`src/rtl/player_pkg.sv`:
```
// ============================================================================
//  Module   : player_pkg
//  Brief    : Shared transport-state encodings and elapsed-seconds width.
//  Revision : 1.0  initial release
// ============================================================================
`default_nettype none

package player_pkg;

    // The display logic decodes these codes directly.
    typedef enum logic [2:0] {
        ST_IDLE  = 3'd0,
        ST_LOAD  = 3'd1,
        ST_PLAY  = 3'd2,
        ST_PAUSE = 3'd3,
        ST_DONE  = 3'd4
    } state_t;

    localparam int ELAPSED_W = 8;

endpackage

`default_nettype wire

```
`src/rtl/elapsed_timer.sv`:
```
// ============================================================================
//  Module   : elapsed_timer
//  Brief    : Per-second prescaler plus saturating elapsed-seconds counter.
//  Revision : 1.0  initial release
// ============================================================================
`default_nettype none

module elapsed_timer
    import player_pkg::*;
#(
    parameter int TICKS_PER_SEC = 50_000_000
) (
    input  logic                 clk,
    input  logic                 rst,
    input  logic                 run,
    input  logic                 clear,
    output logic [ELAPSED_W-1:0] elapsed_sec
);

    localparam int PRE_W = $clog2(TICKS_PER_SEC);
    localparam logic [PRE_W-1:0] c_pre_last = PRE_W'(TICKS_PER_SEC - 1);

    logic [PRE_W-1:0]     r_pre;
    logic [ELAPSED_W-1:0] r_sec;

    // clear outranks run so a reload during PLAY starts from zero
    always_ff @(posedge clk) begin
        if (rst || clear) begin
            r_pre <= '0;
            r_sec <= '0;
        end else if (run) begin
            if (r_pre == c_pre_last) begin
                r_pre <= '0;
                if (r_sec != '1) begin
                    r_sec <= r_sec + 1'b1;
                end
            end else begin
                r_pre <= r_pre + 1'b1;
            end
        end
    end

    assign elapsed_sec = r_sec;

endmodule

`default_nettype wire

```
`src/rtl/song_player_ctrl.sv`:
```
// ============================================================================
//  Module   : song_player_ctrl
//  Brief    : Transport FSM, song select and elapsed timer for the player.
//             SONG_PLAYER_AUTOPLAY_EN: song_done in PLAY advances to next song.
//  Revision : 1.0  initial release
// ============================================================================
`default_nettype none

module song_player_ctrl
    import player_pkg::*;
#(
    parameter int NUM_SONGS     = 4,
    parameter int RESET_CYCLES  = 4,
    parameter int TICKS_PER_SEC = 50_000_000,
    parameter int SONG_W        = $clog2(NUM_SONGS)
) (
    input  logic              clk,
    input  logic              rst,
    input  logic              btn_play,
    input  logic              btn_stop,
    input  logic              btn_next,
    input  logic              btn_prev,
    input  logic              song_done,
    output logic [SONG_W-1:0] song_sel,
    output logic              play,
    output logic              reset_player,
    output logic [2:0]        state_o,
    output logic [7:0]        elapsed_sec
);

    localparam int CNT_W = (RESET_CYCLES > 1) ? $clog2(RESET_CYCLES) : 1;
    localparam logic [CNT_W-1:0]  c_load_last = CNT_W'(RESET_CYCLES - 1);
    localparam logic [SONG_W-1:0] c_song_last = SONG_W'(NUM_SONGS - 1);

    state_t             r_state;
    logic [SONG_W-1:0]  r_song_sel;
    logic               r_play;
    logic               r_reset_player;
    logic [CNT_W-1:0]   r_load_cnt;

    state_t             w_state_nxt;
    logic [SONG_W-1:0]  w_sel_nxt;
    logic [SONG_W-1:0]  w_sel_inc;
    logic [SONG_W-1:0]  w_sel_step;
    logic               w_evt_stop;
    logic               w_evt_done;
    logic               w_evt_step;
    logic               w_evt_play;
    logic               w_clear;

    // Only the highest-priority event of a cycle is allowed to act.
    always_comb begin
        w_evt_stop = btn_stop;
        w_evt_done = !btn_stop && song_done;
        w_evt_step = !btn_stop && !song_done && (btn_next || btn_prev);
        w_evt_play = !btn_stop && !song_done && !btn_next && !btn_prev && btn_play;

        w_sel_inc  = (r_song_sel == c_song_last) ? '0 : r_song_sel + 1'b1;
        if (btn_next) begin
            w_sel_step = w_sel_inc;
        end else begin
            w_sel_step = (r_song_sel == '0) ? c_song_last : r_song_sel - 1'b1;
        end
    end

    always_comb begin
        w_state_nxt = r_state;
        w_sel_nxt   = r_song_sel;
        case (r_state)
            ST_IDLE: begin
                if (w_evt_step) begin
                    w_sel_nxt = w_sel_step;
                end else if (w_evt_play) begin
                    w_state_nxt = ST_LOAD;
                end
            end
            ST_LOAD: begin
                if (w_evt_stop) begin
                    w_state_nxt = ST_IDLE;
                end else if (r_load_cnt == c_load_last) begin
                    w_state_nxt = ST_PLAY;
                end
            end
            ST_PLAY: begin
                if (w_evt_stop) begin
                    w_state_nxt = ST_IDLE;
                end else if (w_evt_done) begin
`ifdef SONG_PLAYER_AUTOPLAY_EN
                    w_sel_nxt   = w_sel_inc;
                    w_state_nxt = ST_LOAD;
`else
                    w_state_nxt = ST_DONE;
`endif
                end else if (w_evt_step) begin
                    w_sel_nxt   = w_sel_step;
                    w_state_nxt = ST_LOAD;
                end else if (w_evt_play) begin
                    w_state_nxt = ST_PAUSE;
                end
            end
            ST_PAUSE: begin
                if (w_evt_stop) begin
                    w_state_nxt = ST_IDLE;
                end else if (w_evt_step) begin
                    w_sel_nxt   = w_sel_step;
                    w_state_nxt = ST_LOAD;
                end else if (w_evt_play) begin
                    w_state_nxt = ST_PLAY;
                end
            end
            ST_DONE: begin
                if (w_evt_stop) begin
                    w_state_nxt = ST_IDLE;
                end else if (w_evt_step) begin
                    w_sel_nxt   = w_sel_step;
                    w_state_nxt = ST_IDLE;
                end else if (w_evt_play) begin
                    w_state_nxt = ST_LOAD;
                end
            end
            default: w_state_nxt = ST_IDLE;
        endcase
    end

    always_ff @(posedge clk) begin
        if (rst) begin
            r_state        <= ST_IDLE;
            r_song_sel     <= '0;
            r_play         <= 1'b0;
            r_reset_player <= 1'b1;
            r_load_cnt     <= '0;
        end else begin
            r_state        <= w_state_nxt;
            r_song_sel     <= w_sel_nxt;
            r_play         <= (w_state_nxt == ST_PLAY);
            r_reset_player <= (w_state_nxt == ST_IDLE) || (w_state_nxt == ST_LOAD) ||
                              (w_state_nxt == ST_DONE);
            // counter restarts on every entry into LOAD
            if ((r_state == ST_LOAD) && (w_state_nxt == ST_LOAD)) begin
                r_load_cnt <= r_load_cnt + 1'b1;
            end else begin
                r_load_cnt <= '0;
            end
        end
    end

    // Clearing on the transition edge keeps elapsed_sec aligned with state_o.
    assign w_clear = (w_state_nxt == ST_IDLE) || (w_state_nxt == ST_LOAD);

    elapsed_timer #(
        .TICKS_PER_SEC (TICKS_PER_SEC)
    ) u_elapsed_timer (
        .clk         (clk),
        .rst         (rst),
        .run         (r_state == ST_PLAY),
        .clear       (w_clear),
        .elapsed_sec (elapsed_sec)
    );

    assign song_sel     = r_song_sel;
    assign play         = r_play;
    assign reset_player = r_reset_player;
    assign state_o      = r_state;

endmodule

`default_nettype wire

```
`config.mk`:
```
export PLATFORM = sky130hd
export DESIGN_NAME = song_player_ctrl
export DESIGN_NICKNAME = d
export VERILOG_FILES = /design/src/rtl/player_pkg.sv /design/src/rtl/elapsed_timer.sv /design/src/rtl/song_player_ctrl.sv
export SDC_FILE = /design/constraint.sdc
export NUM_CORES = 1
export LEC_CHECK = 0
export ABC_AREA = 1
export BUFFER_PORTS_ARGS = -buffer_cell sky130_fd_sc_hd__buf_2
export CORE_AREA = 2 2 59 88
export CTS_CLUSTER_DIAMETER = 120
export DETAILED_ROUTE_END_ITERATION = 16
export DIE_AREA = 0 0 61 90
export PLACE_DENSITY = 0.76
export REMOVE_ABC_BUFFERS = 1
export SYNTH_ARGS = -nofsm -noshare
export SYNTH_HDL_FRONTEND = slang
export SYNTH_HIERARCHICAL = 1
export SYNTH_SLANG_ARGS = --single-unit
```
`constraint.sdc`:
```
create_clock -name clk -period 3.6 [get_ports clk]
set_clock_uncertainty 0.2 [all_clocks]
set_input_delay 0.18 -clock clk [delete_from_list [all_inputs] [get_ports clk]]
set_output_delay 0.18 -clock clk [all_outputs]
set_load 0.01 [all_outputs]
```
==> results.md <==
* Power Density at 287 mW/mm²
* GRT overflow at 0
* Number of buffers created by CTS at 5
* Most frequent cell after synthesis: nand2_1
* Placer Congestion at 0.917
* Hold Vio Cnt, Final at 0
* Via density at 5.05
* Post-Syn Instances at 382
* CTS Hold Bufs at 1
* Syn Area/Cell at 6.59 µm²
* Gr usage total at 21.5%
* # nets final at 419
* Iter 0 DRT Violations at 100
* Ant. Diodes at 0
* Power consumption at 0.000797 W
* Number of synthesized flops with an enable pin at 0
* Slew Limit Headroom at 61.1%
* Commonest cells post-synth: nand2_1, nor2_1, inv_1, dfxtp_1, nand3_1
* Yosys warns at 6
* Crit path capture: u_elapsed_timer/r_pre[3]
* R2R depth at 10
* Number of synthesized register bits at 43
* H-tree Lvls at 2
* Post-DRT Antenna Nets at 0
* Longest Clk Path Bufs at 2
* Final period utilization at 72.7%
* Site Rows at 31
* Drt total wl at 5.32 mm
* Dominant synthesized flop cell: dfxtp_1
* Hold WC Path Type: in2reg
* PostCTS Resize Cnt at 0
* Crit. Startpoint: state_o[1]
* Worst vdd ir at 0.253 mV
* CP endpoint kind: register
* Crit path max fanout at 14
* CTS root buf: clkbuf_8
* Worst Tran Pin Value at 584 ps
* Post-CTS Setup Bufs at 0
* Status: completed
* Post-route cell area at 0.00277 mm²
* Yosys top cell area share at 34.2%
* Drt pass-1 iters at 4
* Fmax at 0.382 GHz
* Initial antenna violation count at 0
* Post-route minimum period at 2620 ps
* FF-to-FF setup slack at 980 ps
* FFs w/ async S/R, synth at 0%
* Fin. max-slew vios at 0
* Critical Path RT at 3620 ps
* Pin count of the biggest net entering global routing at 15
* Area Growth Syn to Fin at 10.1%
* Post-DP HPWL at 4.21 mm
* Core ar. at 0.00477 mm²
* Initial core utilization at 52.8%
* Max-Cap Viols at 0
* Area after detailed placement at 0.00268 mm²
* Leakage power at 1.12 nW
* Netlist cell types at 29
* CTS tree: done
* # IOs at 22
* Mapped Area at 0.00252 mm²
* Number of global-route vias before repair at 2272
* Critical R2R Capture: u_elapsed_timer/r_pre[3]
* Die Wd at 61 µm
* First-pass GRT wire length at 9.27 mm
* Count of final setup violators at 0
* Worst Path Arrival at 2630 ps
* DR vias at 2397
* Layout cells sized above 1 at 16.9%
* Startpoint types: register
* Clk Latency, worst-skew pair at 290 ps
* Synth area leaders: dfxtp_1, nand2_1, nor2_1, nand3_1, inv_1
* Clock-pin slew on the worst setup and hold paths at 80 ps
* Die Area at 0.00549 mm²
* Post-synth top area cell: dfxtp_1
* Clk sink count at 43
* Avg WL per Cell at 11.2 µm
* Launch point of the worst reg-to-reg path: state_o[1]
* IO Port Bufs at 21
* CP Class: reg2reg
* Die height at 90 µm
* Register area share after synthesis at 34.2%
* Hold slack at 45.8 ps
* DRC violations left at 0
* Setup TNS Final at 0 ps
* RSZ-0062 raised after global routing: false
placed cells by master, fill, tap and decap left out, types with 8 or more instances in the layout:
cell type,instances
nand2_1,88
nor2_1,65
inv_1,45
dfxtp_1,43
nand3_1,34
buf_2,21
a21oi_1,16
nor3_1,13
nor2_2,11
xor2_1,10
nand4_1,8
nand2_2,8
worst max-delay path: stages (launching register included):
cell	delay [ps]
dfxtp_1	430
nand3_1	130
inv_1	250
nand3_1	140
nand3_2	100
nor2_1	50
nor2_1	160
inv_1	230
a21oi_2	510
inv_2	170
nor3_1	170
cell type report:
cell class / count / area (µm²)
Clock inverter: 3 / 15.0
Multi-Input combinational cell: 284 / 1430
Fill cell: 457 / 2000
Timing Repair Buffer: 22 / 115
Sequential cell: 43 / 861
Clock buffer: 5 / 68.8
Inverter: 52 / 198
Tap cell: 66 / 82.6
state kept, by name, summed over array words and instances (netlist names):
| name | flops |
|---|---|
| play | 1 |
| song_sel | 2 |
| reset_player | 1 |
| state_o | 3 |
| u_elapsed_timer/elapsed_sec | 8 |
| u_elapsed_timer/r_pre | 26 |
| r_load_cnt | 2 |
logic make-up after synthesis:
group	synth area share [%]
buffers and inverters	8.89
XOR/XNOR	3.83
flip-flops	34.2
AND/OR/NAND/NOR	44.8
adder cells (fa/ha/maj)	1.99
AO/OA/AOI/OAI	6.36
how the worst min path moves through the flow:
| stage | startpoint | endpoint | slack, ps | cells after the start |
|---|---|---|---|---|
| global placement | r_load_cnt[0] | r_load_cnt[0] | 210 | 1 |
| global route | btn_next | song_sel[1] | 50 | 5 |
| CTS | btn_next | song_sel[1] | 40 | 5 |
| finish | btn_next | song_sel[1] | 50 | 5 |
| floorplan | rst | song_sel[1] | 50 | 1 |
| detailed placement | rst | song_sel[1] | 220 | 2 |
metal layers:
metal | track usage [%] | vias up | wire length [µm]
met5 | 0 | - | 0
met4 | 10.5 | 0 | 189
met3 | 2.59 | 17 | 133
met2 | 40.0 | 48 | 2870
met1 | 22.0 | 1074 | 2120
li1 | - | 1258 | -
power breakdown:
part	switching, W	internal [W]
Combinational	0.0000153	0.0000104
Sequential	0.00000230	0.000477
Clock	0.000159	0.000133
Total	0.000177	0.000620
per-stage QoR:
stage / worst slack (ps) / util (%) / std cells
after CTS: 951 / 58.1 / 475
final: 984 / 58.1 / 475
after global routing: 680 / 58.1 / 475
after floorplan: 1400 / - / 379
after detailed placement: 960 / 56.2 / 466
after global placement: 1120 / 56.2 / 466
Power figures use the tool's default switching activity.
